--- config.mk ---
export PLATFORM = sky130hd
export DESIGN_NAME = if_fetch_flat
export DESIGN_NICKNAME = d
export VERILOG_FILES = /design/src/rtl/if_fetch_if.sv /design/src/rtl/if_fetch.sv /design/src/flat_wrapper.sv
export SDC_FILE = /design/constraint.sdc
export NUM_CORES = 1
export LEC_CHECK = 0
export CAP_MARGIN = 20
export CORE_ASPECT_RATIO = 1.5
export CORE_UTILIZATION = 35
export CTS_CLUSTER_DIAMETER = 80
export CTS_CLUSTER_SIZE = 12
export DETAILED_ROUTE_END_ITERATION = 6
export PLACE_DENSITY = 0.65
export SYNTH_ARGS = -nofsm -noshare
export SYNTH_HDL_FRONTEND = slang
export SYNTH_SLANG_ARGS = --single-unit
--- constraint.sdc ---
create_clock -name clk -period 2.6 [get_ports clk]
set_clock_uncertainty 0.05 [all_clocks]
set_input_delay 0.65 -clock clk [delete_from_list [all_inputs] [get_ports clk]]
set_output_delay 0.65 -clock clk [all_outputs]
set_load 0.1 [all_outputs]
--- src/rtl/if_fetch_if.sv ---
// Instruction-memory request/response bundle between the fetch stage and memory.
//
// Handshake: a request transfers on a rising edge where im_req=1 and
// im_ready=1. The master holds im_addr stable while im_req=1 and im_ready=0.
// The read word returns on a later edge where im_rvalid=1. It never returns
// in the same cycle as the accepting im_ready. The master has only one
// request outstanding at a time, and it ignores im_rvalid unless it is
// waiting for a response.
interface if_fetch_if;
  logic        im_req;
  logic [31:0] im_addr;
  logic        im_ready;
  logic        im_rvalid;
  logic [31:0] im_rdata;

  modport master (
    output im_req,
    output im_addr,
    input  im_ready,
    input  im_rvalid,
    input  im_rdata
  );

  modport slave (
    input  im_req,
    input  im_addr,
    output im_ready,
    output im_rvalid,
    output im_rdata
  );
endinterface

--- src/rtl/if_fetch.sv ---
// Instruction-fetch stage of a 5-stage MIPS pipeline.
// Owns the PC and fetches one word at a time from instruction memory.
// Presents the word together with pc+8 to the IF/ID register, and presents
// a NOP bubble while a fetch is still outstanding. A branch/jump redirect
// from D is applied after the delay-slot word has been handed off.
module if_fetch #(
  parameter logic [31:0] RESET_PC = 32'h0000_3000
) (
  input  logic        clk,
  input  logic        reset,        // active-low, asynchronous
  input  logic        stall,
  input  logic        redirect,
  input  logic [31:0] redirect_pc,
  if_fetch_if.master  im,
  output logic        fetch_valid,
  output logic [31:0] instr,
  output logic [31:0] pc8,
  output logic [1:0]  dbg_state_o,
  output logic        dbg_rpend_o
);

  typedef enum logic [1:0] {
    S_REQ  = 2'd0,
    S_WAIT = 2'd1,
    S_FULL = 2'd2
  } state_e;

  state_e      state_q, state_d;
  logic [31:0] pc_q,    pc_d;
  logic [31:0] ibuf_q,  ibuf_d;
  logic        rpend_q, rpend_d;
  logic [31:0] rpc_q,   rpc_d;

  logic        handoff;
  logic        redirect_take;

  // A word leaves for IF/ID only when it is buffered and IF/ID is enabled.
  assign handoff       = (state_q == S_FULL) && !stall;
  // D re-asserts a stalled redirect, so only an unstalled one is sampled.
  assign redirect_take = redirect && !stall;

  // Next-state logic for the fetch FSM, the PC and the latched redirect.
  always_comb begin
    state_d = state_q;
    pc_d    = pc_q;
    ibuf_d  = ibuf_q;
    rpend_d = rpend_q;
    rpc_d   = rpc_q;

    case (state_q)
      S_REQ: begin
        if (im.im_ready) begin
          state_d = S_WAIT;
        end
      end
      S_WAIT: begin
        if (im.im_rvalid) begin
          ibuf_d  = im.im_rdata;
          state_d = S_FULL;
        end
      end
      S_FULL: begin
        if (handoff) begin
          state_d = S_REQ;
          rpend_d = 1'b0;
          // The word handed off now is the delay slot of any redirect.
          // The redirect therefore takes effect on the very next fetch.
          if (redirect) begin
            pc_d = redirect_pc;
          end else if (rpend_q) begin
            pc_d = rpc_q;
          end else begin
            pc_d = pc_q + 32'd4;
          end
        end
      end
      default: begin
        state_d = S_REQ;
      end
    endcase

    // A redirect seen while the delay slot is still in flight is remembered.
    // That fetch is not killed. The newest target wins if two arrive.
    if (redirect_take && (state_q != S_FULL)) begin
      rpend_d = 1'b1;
      rpc_d   = redirect_pc;
    end
  end

  // State registers; memory shares this reset, so nothing survives it.
  always_ff @(posedge clk or negedge reset) begin
    if (!reset) begin
      state_q <= S_REQ;
      pc_q    <= RESET_PC;
      ibuf_q  <= 32'd0;
      rpend_q <= 1'b0;
      rpc_q   <= 32'd0;
    end else begin
      state_q <= state_d;
      pc_q    <= pc_d;
      ibuf_q  <= ibuf_d;
      rpend_q <= rpend_d;
      rpc_q   <= rpc_d;
    end
  end

  // The request is gated by reset so that im_req drops as soon as reset asserts.
  assign im.im_req  = reset && (state_q == S_REQ);
  assign im.im_addr = pc_q;

  assign fetch_valid = (state_q == S_FULL);
  assign instr       = fetch_valid ? ibuf_q : 32'd0;
  assign pc8         = fetch_valid ? (pc_q + 32'd8) : 32'd0;

  assign dbg_state_o = state_q;
  assign dbg_rpend_o = rpend_q;

endmodule
--- src/flat_wrapper.sv ---
// flat-port wrapper written by rule: the top's interface ports become plain ports
module if_fetch_flat 
#(
  parameter logic [31:0] RESET_PC = 32'h0000_3000
)
  (clk, reset, stall, redirect, redirect_pc, fetch_valid, instr, pc8, dbg_state_o, dbg_rpend_o, im_im_req, im_im_addr, im_im_ready, im_im_rvalid, im_im_rdata);
  if_fetch_if im_i ();
  input  logic clk;
  input  logic reset;
  input  logic stall;
  input  logic redirect;
  input  logic [31:0] redirect_pc;
  output logic fetch_valid;
  output logic [31:0] instr;
  output logic [31:0] pc8;
  output logic [1:0] dbg_state_o;
  output logic dbg_rpend_o;
  output wire logic [$bits(im_i.im_req)-1:0] im_im_req;
  output wire logic [$bits(im_i.im_addr)-1:0] im_im_addr;
  input wire logic [$bits(im_i.im_ready)-1:0] im_im_ready;
  input wire logic [$bits(im_i.im_rvalid)-1:0] im_im_rvalid;
  input wire logic [$bits(im_i.im_rdata)-1:0] im_im_rdata;
  assign im_im_req = im_i.im_req;
  assign im_im_addr = im_i.im_addr;
  assign im_i.im_ready = im_im_ready;
  assign im_i.im_rvalid = im_im_rvalid;
  assign im_i.im_rdata = im_im_rdata;
  if_fetch #(.RESET_PC(RESET_PC)) u_core (.clk(clk), .reset(reset), .stall(stall), .redirect(redirect), .redirect_pc(redirect_pc), .im(im_i), .fetch_valid(fetch_valid), .instr(instr), .pc8(pc8), .dbg_state_o(dbg_state_o), .dbg_rpend_o(dbg_rpend_o));
endmodule
==> reports/metrics.yaml <==
cts_buffers: 9
coreArea_um2: 15600
leakage_nw: 3.87
cp-start-kind: "register"
status: "complete, but fails checks"
crit_type: "reg2out"
rsz0062_at_grt: "yes"
area_growth_pct: 72.3
synth.distinct_cells: 49
cts_root_buf: "clkbuf_16"
clock_latency_ns: 0.34
die_h_um: 157
viasPerCell: 5.38
pwr_density_cell_nw_per_um2: 1180
fmax_mhz: 350
nets: 858
synth_warnings: 0
clock-sinks: 99
synthFlopType: "dfrtp_1"
clk_pin_slew_ns: 0.07
grt-ovfl-total: 0
slew_viol_final: 0
slowest_delay_ns: 0.65
grt_pass1_vias: 5481
drc: 0
syn-cell-area_um2: 5580
holdCritPathClass: "in2async"
ir_worst_vdd_mv: 0.664
grt_max_degree: 100
layout-drive-gt1-share_pct: 50.4
relSlewSlack_pct: 62.5
synth_seq_cells: 99
initial_utilization_pct: 35.7
final_cell_mix: "buf_4 (92), dfrtp_1 (72), buf_12 (71)"
crit_path_end_kind: "output pin"
hold_violations: 0
grt_pass1_wl_um: 28400
clock_path_buffers: 2
antenna_found_initial: 0
io_pins: 171
routed_wl_um: 17900
critPathBufInv: 2
dp_hpwl_um: 13100
worst_slack_ns: -0.256
diodes: 0
syn_inst: 584
final_util_pct: 61.6
avgSynthCellArea_um2: 9.56
synth_edf_count: 0
wl_per_cell_um: 18.0
syn_nets: 656
cpLargestDelayFamily: "flip-flops"
die_w_um: 105
violations: "negative setup slack"
htreeDepth: 3
pre_cts_slack_ns: -0.0824
synth.yosys.seq_area_share_pct: 44.4
final_common_cell: "buf_4"
worst_slew_pin_slew_ns: 0.562
row_count: 56
drt_iter0_markers: 221
finalCritPeriodShare_pct: 110
track_usage_pct: 22.1
vias: 5345
holdBufCountCts: 0
port_buffers: 170
cts_tree: "built"
finalSetupViolCount: 21
maxCapViolations: 0
path_cells: "nand3_1 -> nor4_1 -> buf_4 -> nand2_1 -> xnor2_1 -> and2_4 -> buf_12"
slowest_stage: "dfstp_4"
ant_nets: 0
gp_congestion: 0.851
required_ns: 1.90
dieArea_um2: 16500
arrival_ns: 2.16
final.min_clock_period_ns: 2.86
fillers: 1245
detail_route.first_pass.iterations: 4
worst-path-max-fanout: 5
async_flop_share_pct: 100
==> cells in the mapped netlist (all sizes together), types with 3 or more instances <==
| cell | count | share of area, % |
|---|---|---|
| o21ai | 46 | 4.1 |
| nor3 | 16 | 1.4 |
| mux2i | 4 | 0.72 |
| clkbuf | 43 | 2.9 |
| xnor2 | 17 | 2.7 |
| nor2 | 47 | 3.2 |
| a31oi | 7 | 0.78 |
| a21oi | 28 | 2.5 |
| nand3 | 13 | 1.2 |
| inv | 11 | 0.74 |
| dfrtp | 97 | 43 |
| nor2b | 3 | 0.34 |
| nand4 | 18 | 2.4 |
| o22ai | 5 | 0.56 |
| mux2 | 64 | 13 |
| a221oi | 3 | 0.47 |
| or2 | 5 | 0.56 |
| buf | 9 | 0.74 |
| nand2 | 28 | 1.9 |
| o31ai | 4 | 0.54 |
| o2bb2ai | 3 | 0.47 |
| and2 | 37 | 4.1 |
| a22o | 12 | 1.9 |
| and3 | 4 | 0.45 |
| a22oi | 12 | 1.6 |
| xor2 | 5 | 0.78 |
| or3 | 5 | 0.56 |
| nor4 | 12 | 1.5 |
==> metal layers <==
layer	part of all wire [%]	GRT usage, %	up-vias
li1	-	-	2502
met1	39	25.6	2619
met2	52	39.4	203
met3	7.7	6.12	21
met4	1.7	7.24	0
met5	0	0	-
==> flip-flops by register name (all words and copies together) (netlist names) <==
register,count
u_core.dbg_rpend_o,1
u_core.dbg_state_o,2
u_core.ibuf_q,32
u_core.im.im_addr,32
u_core.rpc_q,32
==> metrics by stage <==
stage                     instance area [um2]  power, mW  cells  setup TNS (ns)  hold slack [ns]
after global placement                   8840       9.64    958         -0.0461            0.430
after detailed placement                 8840       9.74    958          -0.188            0.439
after CTS                                9400       11.3    988           -3.48            0.390
after floorplan                          6090       7.67    584           -7.36            0.304
after global routing                     9620       11.8    994           -5.09            0.392
final                                    9620       11.4    994           -3.46            0.339
==> cell type report <==
cell class	count	area, um2	area share, %
tap	203	254	2.64
timing repair buffer	243	2930	30.4
inverter	11	41.3	0.429
multi-input combinational	422	3530	36.7
sequential	99	2560	26.6
clock inverter	7	77.6	0.806
clock buffer	9	225	2.34
==> worst paths after layout <==
check	endpoint	startpoint	depth (start not counted)	slack [ns]
worst max register to register	u_core.im.im_addr[28]	u_core.im.im_addr[3]	7	0.24
min in group clk	u_core.ibuf_q[6]	u_core.ibuf_q[6]	1	0.45
worst min register to register	u_core.ibuf_q[6]	u_core.ibuf_q[6]	1	0.45
worst max-delay path	pc8[30]	u_core.im.im_addr[13]	7	-0.26
max in group asynchronous	u_core.im.im_addr[4]	reset	2	1.67
worst min-delay path	u_core.ibuf_q[27]	reset	2	0.34
==> power by group <==
part	switching, mW	internal (mW)
combinational	4.73	2.37
sequential	0.623	2.29
clock	0.608	0.753
total	5.96	5.41
==> cells by family after synthesis <==
logic type,after synthesis,synth area share (%)
XOR/XNOR,22,3.45
AND/OR/NAND/NOR,197,18.8
multiplexers,68,13.6
adder cells (fa/ha/maj),2,0.448
buffers and inverters,63,4.37
AO/OA/AOI/OAI,133,14.9
flip-flops,99,44.4
==> timing repair <==
item | in CTS | in global routing
pin swaps | 15 | 19
endpoints found under the hold margin | 0 | 0
resized for setup | 32 | 29
gates cloned | 0 | 0
endpoints found under the setup margin | 23 | 55
buffers inserted | 14 | 6
No activity file was read; power rests on OpenSTA's default activity.
